==> src/rtl/decode_stage_pkg.sv <==
// Shared encodings for the RV32I decode stage: opcodes, ALU codes, operand selects and the
// registered control bundle handed to execute.
package decode_stage_pkg;

   localparam int unsigned ALU_OP_WIDTH = 5;

   localparam logic [6:0] OPCODE_LOAD           = 7'b0000011;
   localparam logic [6:0] OPCODE_MISC_MEM       = 7'b0001111;
   localparam logic [6:0] OPCODE_OPERATION_IMM  = 7'b0010011;
   localparam logic [6:0] OPCODE_AUIPC          = 7'b0010111;
   localparam logic [6:0] OPCODE_STORE          = 7'b0100011;
   localparam logic [6:0] OPCODE_OPERATION_REG  = 7'b0110011;
   localparam logic [6:0] OPCODE_LUI            = 7'b0110111;
   localparam logic [6:0] OPCODE_BRANCH         = 7'b1100011;
   localparam logic [6:0] OPCODE_JUMP_LINK_REG  = 7'b1100111;
   localparam logic [6:0] OPCODE_JUMP_LINK_IMM  = 7'b1101111;
   localparam logic [6:0] OPCODE_SYSTEM         = 7'b1110011;

   localparam logic [6:0] FUNC7_BASE = 7'b0000000;
   localparam logic [6:0] FUNC7_ALT  = 7'b0100000;
   localparam logic [6:0] FUNC7_MUL  = 7'b0000001;

   localparam logic [2:0]  FUNC3_SYSTEM_PRIV = 3'b000;
   localparam logic [2:0]  FUNC3_SYSTEM_RSVD = 3'b100;
   localparam logic [11:0] FUNC12_ECALL      = 12'h000;
   localparam logic [11:0] FUNC12_EBREAK     = 12'h001;
   localparam logic [11:0] FUNC12_MRET       = 12'h302;

   localparam logic [2:0] CSR_OP_NONE = 3'b000;
   localparam logic [2:0] CSR_OP_RW   = 3'b001;
   localparam logic [2:0] CSR_OP_RS   = 3'b010;
   localparam logic [2:0] CSR_OP_RC   = 3'b011;
   localparam logic [2:0] CSR_OP_RWI  = 3'b101;
   localparam logic [2:0] CSR_OP_RSI  = 3'b110;
   localparam logic [2:0] CSR_OP_RCI  = 3'b111;

   localparam logic [ALU_OP_WIDTH-1:0] ALU_ADD    = 5'd0;
   localparam logic [ALU_OP_WIDTH-1:0] ALU_SUB    = 5'd1;
   localparam logic [ALU_OP_WIDTH-1:0] ALU_SLL    = 5'd2;
   localparam logic [ALU_OP_WIDTH-1:0] ALU_SLT    = 5'd3;
   localparam logic [ALU_OP_WIDTH-1:0] ALU_SLTU   = 5'd4;
   localparam logic [ALU_OP_WIDTH-1:0] ALU_XOR    = 5'd5;
   localparam logic [ALU_OP_WIDTH-1:0] ALU_SRL    = 5'd6;
   localparam logic [ALU_OP_WIDTH-1:0] ALU_SRA    = 5'd7;
   localparam logic [ALU_OP_WIDTH-1:0] ALU_OR     = 5'd8;
   localparam logic [ALU_OP_WIDTH-1:0] ALU_AND    = 5'd9;
   localparam logic [ALU_OP_WIDTH-1:0] ALU_EQ     = 5'd10;
   localparam logic [ALU_OP_WIDTH-1:0] ALU_NE     = 5'd11;
   localparam logic [ALU_OP_WIDTH-1:0] ALU_LT     = 5'd12;
   localparam logic [ALU_OP_WIDTH-1:0] ALU_GE     = 5'd13;
   localparam logic [ALU_OP_WIDTH-1:0] ALU_LTU    = 5'd14;
   localparam logic [ALU_OP_WIDTH-1:0] ALU_GEU    = 5'd15;
   // M-extension codes are contiguous in func3 order so they can be indexed by func3.
   localparam logic [ALU_OP_WIDTH-1:0] ALU_MUL    = 5'd16;
   localparam logic [ALU_OP_WIDTH-1:0] ALU_MULH   = 5'd17;
   localparam logic [ALU_OP_WIDTH-1:0] ALU_MULHSU = 5'd18;
   localparam logic [ALU_OP_WIDTH-1:0] ALU_MULHU  = 5'd19;
   localparam logic [ALU_OP_WIDTH-1:0] ALU_DIV    = 5'd20;
   localparam logic [ALU_OP_WIDTH-1:0] ALU_DIVU   = 5'd21;
   localparam logic [ALU_OP_WIDTH-1:0] ALU_REM    = 5'd22;
   localparam logic [ALU_OP_WIDTH-1:0] ALU_REMU   = 5'd23;

   localparam logic [1:0] TYPE_A_RD1  = 2'd0;
   localparam logic [1:0] TYPE_A_PC   = 2'd1;
   localparam logic [1:0] TYPE_A_ZERO = 2'd2;

   localparam logic [2:0] TYPE_B_RD2     = 3'd0;
   localparam logic [2:0] TYPE_B_IMM_I   = 3'd1;
   localparam logic [2:0] TYPE_B_IMM_S   = 3'd2;
   localparam logic [2:0] TYPE_B_IMM_U   = 3'd3;
   localparam logic [2:0] TYPE_B_CONST_4 = 3'd4;

   localparam logic [2:0] DATA_SIZE_BYTE = 3'b000;
   localparam logic [2:0] DATA_SIZE_HALF = 3'b001;
   localparam logic [2:0] DATA_SIZE_WORD = 3'b010;

   localparam logic [1:0] WB_FROM_RESULT = 2'd0;
   localparam logic [1:0] WB_FROM_MEM    = 2'd1;
   localparam logic [1:0] WB_FROM_CSR    = 2'd2;

   typedef enum logic [2:0] {FmtNone, FmtI, FmtS, FmtB, FmtU, FmtJ} imm_fmt_e;

   typedef struct packed {
      logic [ALU_OP_WIDTH-1:0] alu_operation;
      logic [1:0]              operand_a_type;
      logic [2:0]              operand_b_type;
      logic                    memory_require;
      logic                    memory_write_enable;
      logic [2:0]              memory_size;
      logic                    reg_file_write_enable;
      logic [1:0]              wb_sel;
      logic                    branch_flag;
      logic                    jal_flag;
      logic                    jalr_flag;
      logic                    stop_signal;
      logic                    mret_flag;
      logic                    illegal_flag;
      logic [2:0]              csr_op;
   } ctrl_t;

   localparam ctrl_t CTRL_RESET = '{ALU_ADD, TYPE_A_RD1, TYPE_B_RD2, 1'b0, 1'b0, DATA_SIZE_BYTE,
                                    1'b0, WB_FROM_RESULT, 1'b0, 1'b0, 1'b0, 1'b0, 1'b0, 1'b0,
                                    CSR_OP_NONE};

   function automatic logic [ALU_OP_WIDTH-1:0] alu_base_op(input logic [2:0] func3);
      case (func3)
         3'b000:  return ALU_ADD;
         3'b001:  return ALU_SLL;
         3'b010:  return ALU_SLT;
         3'b011:  return ALU_SLTU;
         3'b100:  return ALU_XOR;
         3'b101:  return ALU_SRL;
         3'b110:  return ALU_OR;
         default: return ALU_AND;
      endcase
   endfunction

   function automatic logic [ALU_OP_WIDTH-1:0] alu_mul_op(input logic [2:0] func3);
      return ALU_MUL + {2'b00, func3};
   endfunction

endpackage

==> src/rtl/decode_stage_if.sv <==
// Fetch-side and execute-side handshake plus the decoded control bundle of the decode stage.
interface decode_stage_if #(
   parameter int unsigned XLEN  = 32,
   parameter int unsigned CNT_W = 16
);
   import decode_stage_pkg::*;

   logic                    in_valid;
   logic                    in_ready;
   logic [31:0]             in_instr;
   logic [XLEN-1:0]         in_pc;
   logic                    flush;
   logic                    out_valid;
   logic                    out_ready;
   logic [XLEN-1:0]         out_pc;
   logic [XLEN-1:0]         imm;
   logic [4:0]              rs1;
   logic [4:0]              rs2;
   logic [4:0]              rd;
   logic [ALU_OP_WIDTH-1:0] alu_operation;
   logic [1:0]              operand_A_type;
   logic [2:0]              operand_B_type;
   logic                    memory_require;
   logic                    memory_write_enable;
   logic [2:0]              memory_size;
   logic                    reg_file_write_enable;
   logic [1:0]              wb_sel;
   logic                    branch_flag;
   logic                    jal_flag;
   logic                    jalr_flag;
   logic                    stop_signal;
   logic                    mret_flag;
   logic                    illegal_flag;
   logic [2:0]              csr_op;
   logic [CNT_W-1:0]        illegal_count;

   modport master (
      output in_valid, in_instr, in_pc, flush, out_ready,
      input  in_ready, out_valid, out_pc, imm, rs1, rs2, rd, alu_operation, operand_A_type,
             operand_B_type, memory_require, memory_write_enable, memory_size,
             reg_file_write_enable, wb_sel, branch_flag, jal_flag, jalr_flag, stop_signal,
             mret_flag, illegal_flag, csr_op, illegal_count
   );

   modport slave (
      input  in_valid, in_instr, in_pc, flush, out_ready,
      output in_ready, out_valid, out_pc, imm, rs1, rs2, rd, alu_operation, operand_A_type,
             operand_B_type, memory_require, memory_write_enable, memory_size,
             reg_file_write_enable, wb_sel, branch_flag, jal_flag, jalr_flag, stop_signal,
             mret_flag, illegal_flag, csr_op, illegal_count
   );

endinterface

==> src/rtl/decode_stage_imm_gen.sv <==
// Combinational RV32I immediate extraction; format is chosen from the opcode field.
module decode_stage_imm_gen
   import decode_stage_pkg::*;
(
   input  logic [31:0] instr_i,
   output logic [31:0] imm_o
);

   imm_fmt_e fmt;

   always_comb begin
      case (instr_i[6:0])
         OPCODE_OPERATION_IMM, OPCODE_LOAD,
         OPCODE_JUMP_LINK_REG, OPCODE_SYSTEM: fmt = FmtI;
         OPCODE_STORE:                        fmt = FmtS;
         OPCODE_BRANCH:                       fmt = FmtB;
         OPCODE_LUI, OPCODE_AUIPC:            fmt = FmtU;
         OPCODE_JUMP_LINK_IMM:                fmt = FmtJ;
         default:                             fmt = FmtNone;
      endcase
   end

   always_comb begin
      case (fmt)
         FmtI:    imm_o = {{20{instr_i[31]}}, instr_i[31:20]};
         FmtS:    imm_o = {{20{instr_i[31]}}, instr_i[31:25], instr_i[11:7]};
         FmtB:    imm_o = {{19{instr_i[31]}}, instr_i[31], instr_i[7], instr_i[30:25],
                           instr_i[11:8], 1'b0};
         FmtU:    imm_o = {instr_i[31:12], 12'h000};
         FmtJ:    imm_o = {{11{instr_i[31]}}, instr_i[31], instr_i[19:12], instr_i[20],
                           instr_i[30:21], 1'b0};
         default: imm_o = 32'h0;
      endcase
   end

endmodule

==> src/rtl/decode_stage.sv <==
// Registered RV32I decode stage: valid/ready in and out, flush, optional M/Zicsr decode and
// a saturating count of accepted illegal instructions.
module decode_stage
   import decode_stage_pkg::*;
#(
   parameter int unsigned XLEN   = 32,
   parameter bit          EN_MUL = 1'b0,
   parameter bit          EN_CSR = 1'b0,
   parameter int unsigned CNT_W  = 16
) (
   input logic           clk,
   input logic           reset,
   decode_stage_if.slave bus
);

   logic [31:0]      instr;
   logic [6:0]       opcode;
   logic [2:0]       func3;
   logic [6:0]       func7;
   logic [31:0]      imm_dec;
   ctrl_t            ctrl_dec;
   logic             illegal;
   logic             accept;

   ctrl_t            ctrl_q, ctrl_d;
   logic             valid_q, valid_d;
   logic [XLEN-1:0]  pc_q, pc_d;
   logic [XLEN-1:0]  imm_q, imm_d;
   logic [4:0]       rs1_q, rs1_d, rs2_q, rs2_d, rd_q, rd_d;
   logic [CNT_W-1:0] cnt_q, cnt_d;

   assign instr  = bus.in_instr;
   assign opcode = instr[6:0];
   assign func3  = instr[14:12];
   assign func7  = instr[31:25];

   decode_stage_imm_gen imm_gen (
      .instr_i (instr),
      .imm_o   (imm_dec)
   );

   always_comb begin
      ctrl_dec = CTRL_RESET;
      illegal  = 1'b0;
      if (instr[1:0] != 2'b11) begin
         illegal = 1'b1;
      end else begin
         case (opcode)
            OPCODE_LUI: begin
               ctrl_dec.operand_a_type        = TYPE_A_ZERO;
               ctrl_dec.operand_b_type        = TYPE_B_IMM_U;
               ctrl_dec.reg_file_write_enable = 1'b1;
            end
            OPCODE_AUIPC: begin
               ctrl_dec.operand_a_type        = TYPE_A_PC;
               ctrl_dec.operand_b_type        = TYPE_B_IMM_U;
               ctrl_dec.reg_file_write_enable = 1'b1;
            end
            OPCODE_JUMP_LINK_IMM, OPCODE_JUMP_LINK_REG: begin
               ctrl_dec.operand_a_type        = TYPE_A_PC;
               ctrl_dec.operand_b_type        = TYPE_B_CONST_4;
               ctrl_dec.reg_file_write_enable = 1'b1;
               ctrl_dec.jal_flag              = (opcode == OPCODE_JUMP_LINK_IMM);
               ctrl_dec.jalr_flag             = (opcode == OPCODE_JUMP_LINK_REG);
               if (opcode == OPCODE_JUMP_LINK_REG && func3 != 3'b000) illegal = 1'b1;
            end
            OPCODE_BRANCH: begin
               ctrl_dec.branch_flag = 1'b1;
               case (func3)
                  3'b000:  ctrl_dec.alu_operation = ALU_EQ;
                  3'b001:  ctrl_dec.alu_operation = ALU_NE;
                  3'b100:  ctrl_dec.alu_operation = ALU_LT;
                  3'b101:  ctrl_dec.alu_operation = ALU_GE;
                  3'b110:  ctrl_dec.alu_operation = ALU_LTU;
                  3'b111:  ctrl_dec.alu_operation = ALU_GEU;
                  default: illegal = 1'b1;
               endcase
            end
            OPCODE_LOAD: begin
               ctrl_dec.memory_require        = 1'b1;
               ctrl_dec.memory_size           = func3;
               ctrl_dec.operand_b_type        = TYPE_B_IMM_I;
               ctrl_dec.reg_file_write_enable = 1'b1;
               ctrl_dec.wb_sel                = WB_FROM_MEM;
               if (func3 == 3'b011 || func3[2:1] == 2'b11) illegal = 1'b1;
            end
            OPCODE_STORE: begin
               ctrl_dec.memory_require      = 1'b1;
               ctrl_dec.memory_write_enable = 1'b1;
               ctrl_dec.memory_size         = func3;
               ctrl_dec.operand_b_type      = TYPE_B_IMM_S;
               if (func3 > DATA_SIZE_WORD) illegal = 1'b1;
            end
            OPCODE_OPERATION_IMM: begin
               ctrl_dec.operand_b_type        = TYPE_B_IMM_I;
               ctrl_dec.reg_file_write_enable = 1'b1;
               ctrl_dec.alu_operation         = alu_base_op(func3);
               // Shift-immediates reuse func7 as an opcode extension.
               if (func3 == 3'b001 && func7 != FUNC7_BASE) illegal = 1'b1;
               if (func3 == 3'b101) begin
                  if (func7 == FUNC7_ALT) ctrl_dec.alu_operation = ALU_SRA;
                  else if (func7 != FUNC7_BASE) illegal = 1'b1;
               end
            end
            OPCODE_OPERATION_REG: begin
               ctrl_dec.reg_file_write_enable = 1'b1;
               if (func7 == FUNC7_BASE) ctrl_dec.alu_operation = alu_base_op(func3);
               else if (func7 == FUNC7_ALT && func3 == 3'b000) ctrl_dec.alu_operation = ALU_SUB;
               else if (func7 == FUNC7_ALT && func3 == 3'b101) ctrl_dec.alu_operation = ALU_SRA;
               else if (func7 == FUNC7_MUL && EN_MUL) ctrl_dec.alu_operation = alu_mul_op(func3);
               else illegal = 1'b1;
            end
            OPCODE_MISC_MEM: begin
               if (func3[2:1] != 2'b00) illegal = 1'b1;
            end
            OPCODE_SYSTEM: begin
               if (func3 == FUNC3_SYSTEM_PRIV) begin
                  if (instr[19:7] != 13'h0) illegal = 1'b1;
                  case (instr[31:20])
                     FUNC12_ECALL, FUNC12_EBREAK: ctrl_dec.stop_signal = 1'b1;
                     FUNC12_MRET: begin
                        if (EN_CSR) ctrl_dec.mret_flag = 1'b1;
                        else illegal = 1'b1;
                     end
                     default: illegal = 1'b1;
                  endcase
               end else if (func3 == FUNC3_SYSTEM_RSVD || !EN_CSR) begin
                  illegal = 1'b1;
               end else begin
                  ctrl_dec.reg_file_write_enable = 1'b1;
                  ctrl_dec.wb_sel                = WB_FROM_CSR;
                  ctrl_dec.csr_op                = func3;
               end
            end
            default: illegal = 1'b1;
         endcase
      end
      if (illegal) begin
         ctrl_dec              = CTRL_RESET;
         ctrl_dec.illegal_flag = 1'b1;
      end
   end

   assign bus.in_ready = !valid_q || bus.out_ready;
   assign accept       = bus.in_valid && bus.in_ready && !bus.flush;

   always_comb begin
      ctrl_d = ctrl_q;
      pc_d   = pc_q;
      imm_d  = imm_q;
      rs1_d  = rs1_q;
      rs2_d  = rs2_q;
      rd_d   = rd_q;
      cnt_d  = cnt_q;
      if (accept) begin
         ctrl_d = ctrl_dec;
         pc_d   = bus.in_pc;
         imm_d  = imm_dec;
         rs1_d  = instr[19:15];
         rs2_d  = instr[24:20];
         rd_d   = instr[11:7];
         if (ctrl_dec.illegal_flag && cnt_q != {CNT_W{1'b1}}) cnt_d = cnt_q + 1'b1;
      end
      if (bus.flush)          valid_d = 1'b0;
      else if (accept)        valid_d = 1'b1;
      else if (bus.out_ready) valid_d = 1'b0;
      else                    valid_d = valid_q;
   end

   always_ff @(posedge clk) begin
      if (reset) begin
         valid_q <= 1'b0;
         ctrl_q  <= CTRL_RESET;
         pc_q    <= '0;
         imm_q   <= '0;
         rs1_q   <= '0;
         rs2_q   <= '0;
         rd_q    <= '0;
         cnt_q   <= '0;
      end else begin
         valid_q <= valid_d;
         ctrl_q  <= ctrl_d;
         pc_q    <= pc_d;
         imm_q   <= imm_d;
         rs1_q   <= rs1_d;
         rs2_q   <= rs2_d;
         rd_q    <= rd_d;
         cnt_q   <= cnt_d;
      end
   end

   assign bus.out_valid             = valid_q;
   assign bus.out_pc                = pc_q;
   assign bus.imm                   = imm_q;
   assign bus.rs1                   = rs1_q;
   assign bus.rs2                   = rs2_q;
   assign bus.rd                    = rd_q;
   assign bus.alu_operation         = ctrl_q.alu_operation;
   assign bus.operand_A_type        = ctrl_q.operand_a_type;
   assign bus.operand_B_type        = ctrl_q.operand_b_type;
   assign bus.memory_require        = ctrl_q.memory_require;
   assign bus.memory_write_enable   = ctrl_q.memory_write_enable;
   assign bus.memory_size           = ctrl_q.memory_size;
   assign bus.reg_file_write_enable = ctrl_q.reg_file_write_enable;
   assign bus.wb_sel                = ctrl_q.wb_sel;
   assign bus.branch_flag           = ctrl_q.branch_flag;
   assign bus.jal_flag              = ctrl_q.jal_flag;
   assign bus.jalr_flag             = ctrl_q.jalr_flag;
   assign bus.stop_signal           = ctrl_q.stop_signal;
   assign bus.mret_flag             = ctrl_q.mret_flag;
   assign bus.illegal_flag          = ctrl_q.illegal_flag;
   assign bus.csr_op                = ctrl_q.csr_op;
   assign bus.illegal_count         = cnt_q;

endmodule

==> src/flat_wrapper.sv <==
// flat-port wrapper written by rule: the top's interface ports become plain ports
module decode_stage_flat import decode_stage_pkg::*;
#(
   parameter int unsigned XLEN   = 32,
   parameter bit          EN_MUL = 1'b0,
   parameter bit          EN_CSR = 1'b0,
   parameter int unsigned CNT_W  = 16
)
  (clk, reset, bus_in_valid, bus_in_instr, bus_in_pc, bus_flush, bus_out_ready, bus_in_ready, bus_out_valid, bus_out_pc, bus_imm, bus_rs1, bus_rs2, bus_rd, bus_alu_operation, bus_operand_A_type, bus_operand_B_type, bus_memory_require, bus_memory_write_enable, bus_memory_size, bus_reg_file_write_enable, bus_wb_sel, bus_branch_flag, bus_jal_flag, bus_jalr_flag, bus_stop_signal, bus_mret_flag, bus_illegal_flag, bus_csr_op, bus_illegal_count);
  decode_stage_if #(.XLEN(XLEN), .CNT_W(CNT_W)) bus_i ();
  input logic clk;
  input logic reset;
  input wire logic [$bits(bus_i.in_valid)-1:0] bus_in_valid;
  input wire logic [$bits(bus_i.in_instr)-1:0] bus_in_instr;
  input wire logic [$bits(bus_i.in_pc)-1:0] bus_in_pc;
  input wire logic [$bits(bus_i.flush)-1:0] bus_flush;
  input wire logic [$bits(bus_i.out_ready)-1:0] bus_out_ready;
  output wire logic [$bits(bus_i.in_ready)-1:0] bus_in_ready;
  output wire logic [$bits(bus_i.out_valid)-1:0] bus_out_valid;
  output wire logic [$bits(bus_i.out_pc)-1:0] bus_out_pc;
  output wire logic [$bits(bus_i.imm)-1:0] bus_imm;
  output wire logic [$bits(bus_i.rs1)-1:0] bus_rs1;
  output wire logic [$bits(bus_i.rs2)-1:0] bus_rs2;
  output wire logic [$bits(bus_i.rd)-1:0] bus_rd;
  output wire logic [$bits(bus_i.alu_operation)-1:0] bus_alu_operation;
  output wire logic [$bits(bus_i.operand_A_type)-1:0] bus_operand_A_type;
  output wire logic [$bits(bus_i.operand_B_type)-1:0] bus_operand_B_type;
  output wire logic [$bits(bus_i.memory_require)-1:0] bus_memory_require;
  output wire logic [$bits(bus_i.memory_write_enable)-1:0] bus_memory_write_enable;
  output wire logic [$bits(bus_i.memory_size)-1:0] bus_memory_size;
  output wire logic [$bits(bus_i.reg_file_write_enable)-1:0] bus_reg_file_write_enable;
  output wire logic [$bits(bus_i.wb_sel)-1:0] bus_wb_sel;
  output wire logic [$bits(bus_i.branch_flag)-1:0] bus_branch_flag;
  output wire logic [$bits(bus_i.jal_flag)-1:0] bus_jal_flag;
  output wire logic [$bits(bus_i.jalr_flag)-1:0] bus_jalr_flag;
  output wire logic [$bits(bus_i.stop_signal)-1:0] bus_stop_signal;
  output wire logic [$bits(bus_i.mret_flag)-1:0] bus_mret_flag;
  output wire logic [$bits(bus_i.illegal_flag)-1:0] bus_illegal_flag;
  output wire logic [$bits(bus_i.csr_op)-1:0] bus_csr_op;
  output wire logic [$bits(bus_i.illegal_count)-1:0] bus_illegal_count;
  assign bus_i.in_valid = bus_in_valid;
  assign bus_i.in_instr = bus_in_instr;
  assign bus_i.in_pc = bus_in_pc;
  assign bus_i.flush = bus_flush;
  assign bus_i.out_ready = bus_out_ready;
  assign bus_in_ready = bus_i.in_ready;
  assign bus_out_valid = bus_i.out_valid;
  assign bus_out_pc = bus_i.out_pc;
  assign bus_imm = bus_i.imm;
  assign bus_rs1 = bus_i.rs1;
  assign bus_rs2 = bus_i.rs2;
  assign bus_rd = bus_i.rd;
  assign bus_alu_operation = bus_i.alu_operation;
  assign bus_operand_A_type = bus_i.operand_A_type;
  assign bus_operand_B_type = bus_i.operand_B_type;
  assign bus_memory_require = bus_i.memory_require;
  assign bus_memory_write_enable = bus_i.memory_write_enable;
  assign bus_memory_size = bus_i.memory_size;
  assign bus_reg_file_write_enable = bus_i.reg_file_write_enable;
  assign bus_wb_sel = bus_i.wb_sel;
  assign bus_branch_flag = bus_i.branch_flag;
  assign bus_jal_flag = bus_i.jal_flag;
  assign bus_jalr_flag = bus_i.jalr_flag;
  assign bus_stop_signal = bus_i.stop_signal;
  assign bus_mret_flag = bus_i.mret_flag;
  assign bus_illegal_flag = bus_i.illegal_flag;
  assign bus_csr_op = bus_i.csr_op;
  assign bus_illegal_count = bus_i.illegal_count;
  decode_stage #(.XLEN(XLEN), .EN_MUL(EN_MUL), .EN_CSR(EN_CSR), .CNT_W(CNT_W)) u_core (.clk(clk), .reset(reset), .bus(bus_i));
endmodule
==> config.mk <==
export PLATFORM = sky130hd
export DESIGN_NAME = decode_stage_flat
export DESIGN_NICKNAME = d
export VERILOG_FILES = /design/src/rtl/decode_stage_pkg.sv /design/src/rtl/decode_stage_if.sv /design/src/rtl/decode_stage_imm_gen.sv /design/src/rtl/decode_stage.sv /design/src/flat_wrapper.sv
export SDC_FILE = /design/constraint.sdc
export NUM_CORES = 1
export LEC_CHECK = 0
export CORE_UTILIZATION = 40
export DETAILED_ROUTE_END_ITERATION = 8
export PLACE_DENSITY_LB_ADDON = 0.15
export SLEW_MARGIN = 20
export SYNTH_ARGS = -nofsm -noshare
export SYNTH_HDL_FRONTEND = slang
export SYNTH_HIERARCHICAL = 1
export SYNTH_SLANG_ARGS = --single-unit
==> constraint.sdc <==
create_clock -name clk -period 3.6 [get_ports clk]
set_clock_uncertainty 0.1 [all_clocks]
set_input_delay 0.54 -clock clk [delete_from_list [all_inputs] [get_ports clk]]
set_output_delay 0.54 -clock clk [all_outputs]
set_load 0.02 [all_outputs]
==> impl_metrics.env <==
export IMPL_synth_edf_count=0
export IMPL_yosysSeqAreaShare_pct=41.8
export IMPL_grt_pass1_wl_microns=26800
export IMPL_first_iter_violations=423
export IMPL_max_slew_worst_pin_slew_ns=0.761
export IMPL_die_h_microns=120
export IMPL_drive_gt1_share_pct=7.70
export IMPL_yosys_area_share_simple_pct=28.3
export IMPL_rows=42
export IMPL_grt_total_usage_pct=23.3
export IMPL_fill_cells=1250
export IMPL_cts_num_sinks=117
export IMPL_setup_violations_final=0
export IMPL_clkPwrFrac_pct=45.3
export IMPL_gp_congestion=0.899
export IMPL_p_int_w=0.00241
export IMPL_syn_avg_cell_area_sq_um=7.78
export IMPL_layout_min_cycle_time_ns=2.99
export IMPL_antenna_found_initial=0
export IMPL_grt_max_degree=62
export IMPL_synth_compound_area_share_pct=21.1
export IMPL_start_util_pct=41.6
export IMPL_max_cap_viol_count=0
export IMPL_finalPower_w=0.00321
export IMPL_numCtsBuffers=17
export IMPL_die_area_sq_um=14500
export IMPL_clkTransAtPathRegs_ns=0.05
export IMPL_synth_cells=720
export IMPL_io_buffers=186
export IMPL_worstSetupEndpointType="flip-flop"
export IMPL_finalCritPeriodShare_pct=83.1
export IMPL_power_density_nw_per_um2=399
export IMPL_dr_pass1_iters=5
export IMPL_cts_max_level=4
export IMPL_crit_path_start_kind="primary input"
export IMPL_cts_tree="yes"
export IMPL_placeableCoreArea_sq_um=13500
export IMPL_cts_resized_gates=0
export IMPL_holdWs_ns=0.353
export IMPL_synth_fa_ha_area_share_pct=0.223
export IMPL_ys_ff_latch=117
export IMPL_syn_area_sq_um=5600
export IMPL_crit_arrival_ns=3.19
export IMPL_fin_nets=955
export IMPL_crit_required_ns=3.80
export IMPL_viasPerCell=5.32
export IMPL_final_common_cell="nand2_1"
export IMPL_path_class="in -> reg"
export IMPL_hold_viol=0
export IMPL_vias=5700
export IMPL_wire_per_inst_microns=15.6
export IMPL_seq_power_share_pct=41.9
export IMPL_holdCritPathClass="reg -> reg"
export IMPL_post_cts_buffers=0
export IMPL_slew_viol_final=0
export IMPL_power_leakage_nw=2.90
export IMPL_postCtsHoldBufs=0
export IMPL_die_w_microns=120
export IMPL_synth_top_family_by_area="simple AND/OR/NAND/NOR gates"
export IMPL_area_delta_synth_final_pct=43.3
export IMPL_hpwl_microns=11900
export IMPL_async_flop_share_pct=0
export IMPL_slew_headroom_pct=48.9
export IMPL_rsz0062_at_grt="no"
export IMPL_timing_fmax_mhz=334
export IMPL_gr_total_overflow=0
export IMPL_status="completed"
export IMPL_final_cell_mix="186 x nand2_1, 185 x clkdlybuf4s50_1, 117 x dfxtp_1"
export IMPL_power_switching_w=0.000798
export IMPL_crit_fanout=29
export IMPL_ctsRootBufferMaster="clkbuf_16"
export IMPL_combPwrFrac_pct=12.8
export IMPL_grt_pass1_vias=5296
export IMPL_clk_latency_ns=0.41
export IMPL_ir_drop_mv=0.280
export IMPL_clock_path_buffers=2
export IMPL_num_io_pins=193
export IMPL_synth_cell_type_count=74
export IMPL_drc=0
export IMPL_fin_setup_tns_ns=0
export IMPL_yosysWarnings=6
export IMPL_synth_ff_type="dfxtp_1"
export IMPL_synthXorXnorAreaFrac_pct=0.626
export IMPL_muxShareOfSynthArea_pct=1.74
export IMPL_wirelength_microns=16800
export IMPL_diodes=0
export IMPL_netSwitchingFraction_pct=24.9
export IMPL_drtAntennaViolNets=0
[cell usage after synthesis (10+ instances only)]
cell,n,share of area (%)
and2_1,10,1.1
nand4_1,10,1.1
nor2_1,38,2.5
a21oi_1,105,9.4
buf_4,10,1.3
nand3_1,22,2.0
dfxtp_1,117,42
a21o_1,18,2.4
nor2b_1,12,1.3
clkbuf_1,38,2.5
nand2_1,186,12
[power by group through the flow]
| stage | clock, W | combinational (W) | sequential, W |
|---|---|---|---|
| floorplan | 0 | 0.000182 | 0.00141 |
| global placement | 0 | 0.000401 | 0.00137 |
| detailed placement | 0 | 0.000407 | 0.00137 |
| CTS | 0.00149 | 0.000410 | 0.00134 |
| global route | 0.00155 | 0.000441 | 0.00135 |
| finish | 0.00145 | 0.000410 | 0.00134 |
[area by class of cell]
| type | instances | area (sq um) | share of cell area (%) |
|---|---|---|---|
| clock buffer | 25 | 475 | 5.92 |
| clock inverter | 5 | 27.5 | 0.343 |
| inverter | 8 | 30.0 | 0.374 |
| multi-input combinational | 537 | 2940 | 36.6 |
| sequential | 117 | 2340 | 29.2 |
| tap | 176 | 220 | 2.74 |
| timing repair buffer | 204 | 1990 | 24.8 |
[final timing paths]
check,start,end,slack (ns),cells past startpoint
worst min-delay path,u_core/bus.out_pc[31],u_core/bus.out_pc[31],0.35,2
worst max register to register,u_core/bus.illegal_count[3],u_core/bus.illegal_count[7],0.90,7
worst min register to register,u_core/bus.out_pc[31],u_core/bus.out_pc[31],0.35,2
worst max-delay path,bus_in_instr[25],u_core/bus.jalr_flag,0.61,8
[logic make-up (layout without fill, tap and decap cells)]
kind of cell               after synthesis  count (layout)
DFF                                    117             117
buffers and inverters                   71             242
and+or+nand+nor                        332             332
other                                    1               6
adders and majority gates                1               1
AOI/OAI and AO/OA                      185             185
muxes                                    9               9
xor gates and xnor gates                 4               4
[worst max-delay path, cell delays in order]
cell and delay [ns]:
clkdlybuf4s50_1 0.43, nor4_1 0.51, and2_1 0.30, nand4_1 0.15, o21bai_1 0.22, and4_4 0.47
nand2_1 0.19, o41ai_1 0.37
[sequential cells by signal, summed over array words and instances, names as in the netlist, 2 cells and up]
signal	flops
u_core/bus.out_pc	32
u_core/bus.imm	32
u_core/bus.operand_B_type	3
u_core/bus.memory_size	3
u_core/bus.operand_A_type	2
u_core/bus.rd	5
u_core/bus.rs1	5
u_core/bus.illegal_count	16
u_core/bus.rs2	5
u_core/bus.alu_operation	4
[stage by stage]
| stage | util (%) | worst slack [ns] | std cells | instance area, sq um |
|---|---|---|---|---|
| after detailed placement | 55.9 | 0.207 | 1042 | 7520 |
| after CTS | 59.7 | 0.631 | 1072 | 8030 |
| after global placement | 55.9 | 0.323 | 1042 | 7520 |
| after floorplan | - | 1.06 | 725 | 5620 |
| final | 59.7 | 0.608 | 1072 | 8030 |
| after global routing | 59.7 | 0.395 | 1072 | 8030 |
[routing by layer]
layer | GRT usage, % | wire, microns | part of all wire, % | up-vias
met3 | 6.89 | 1270 | 7.6 | 30
li1 | - | - | - | 2812
met5 | 0 | 0 | 0 | -
met4 | 9.80 | 395 | 2.4 | 0
met1 | 30.3 | 7460 | 45 | 2643
met2 | 35.8 | 7630 | 46 | 215
Power figures use the tool's default switching activity.
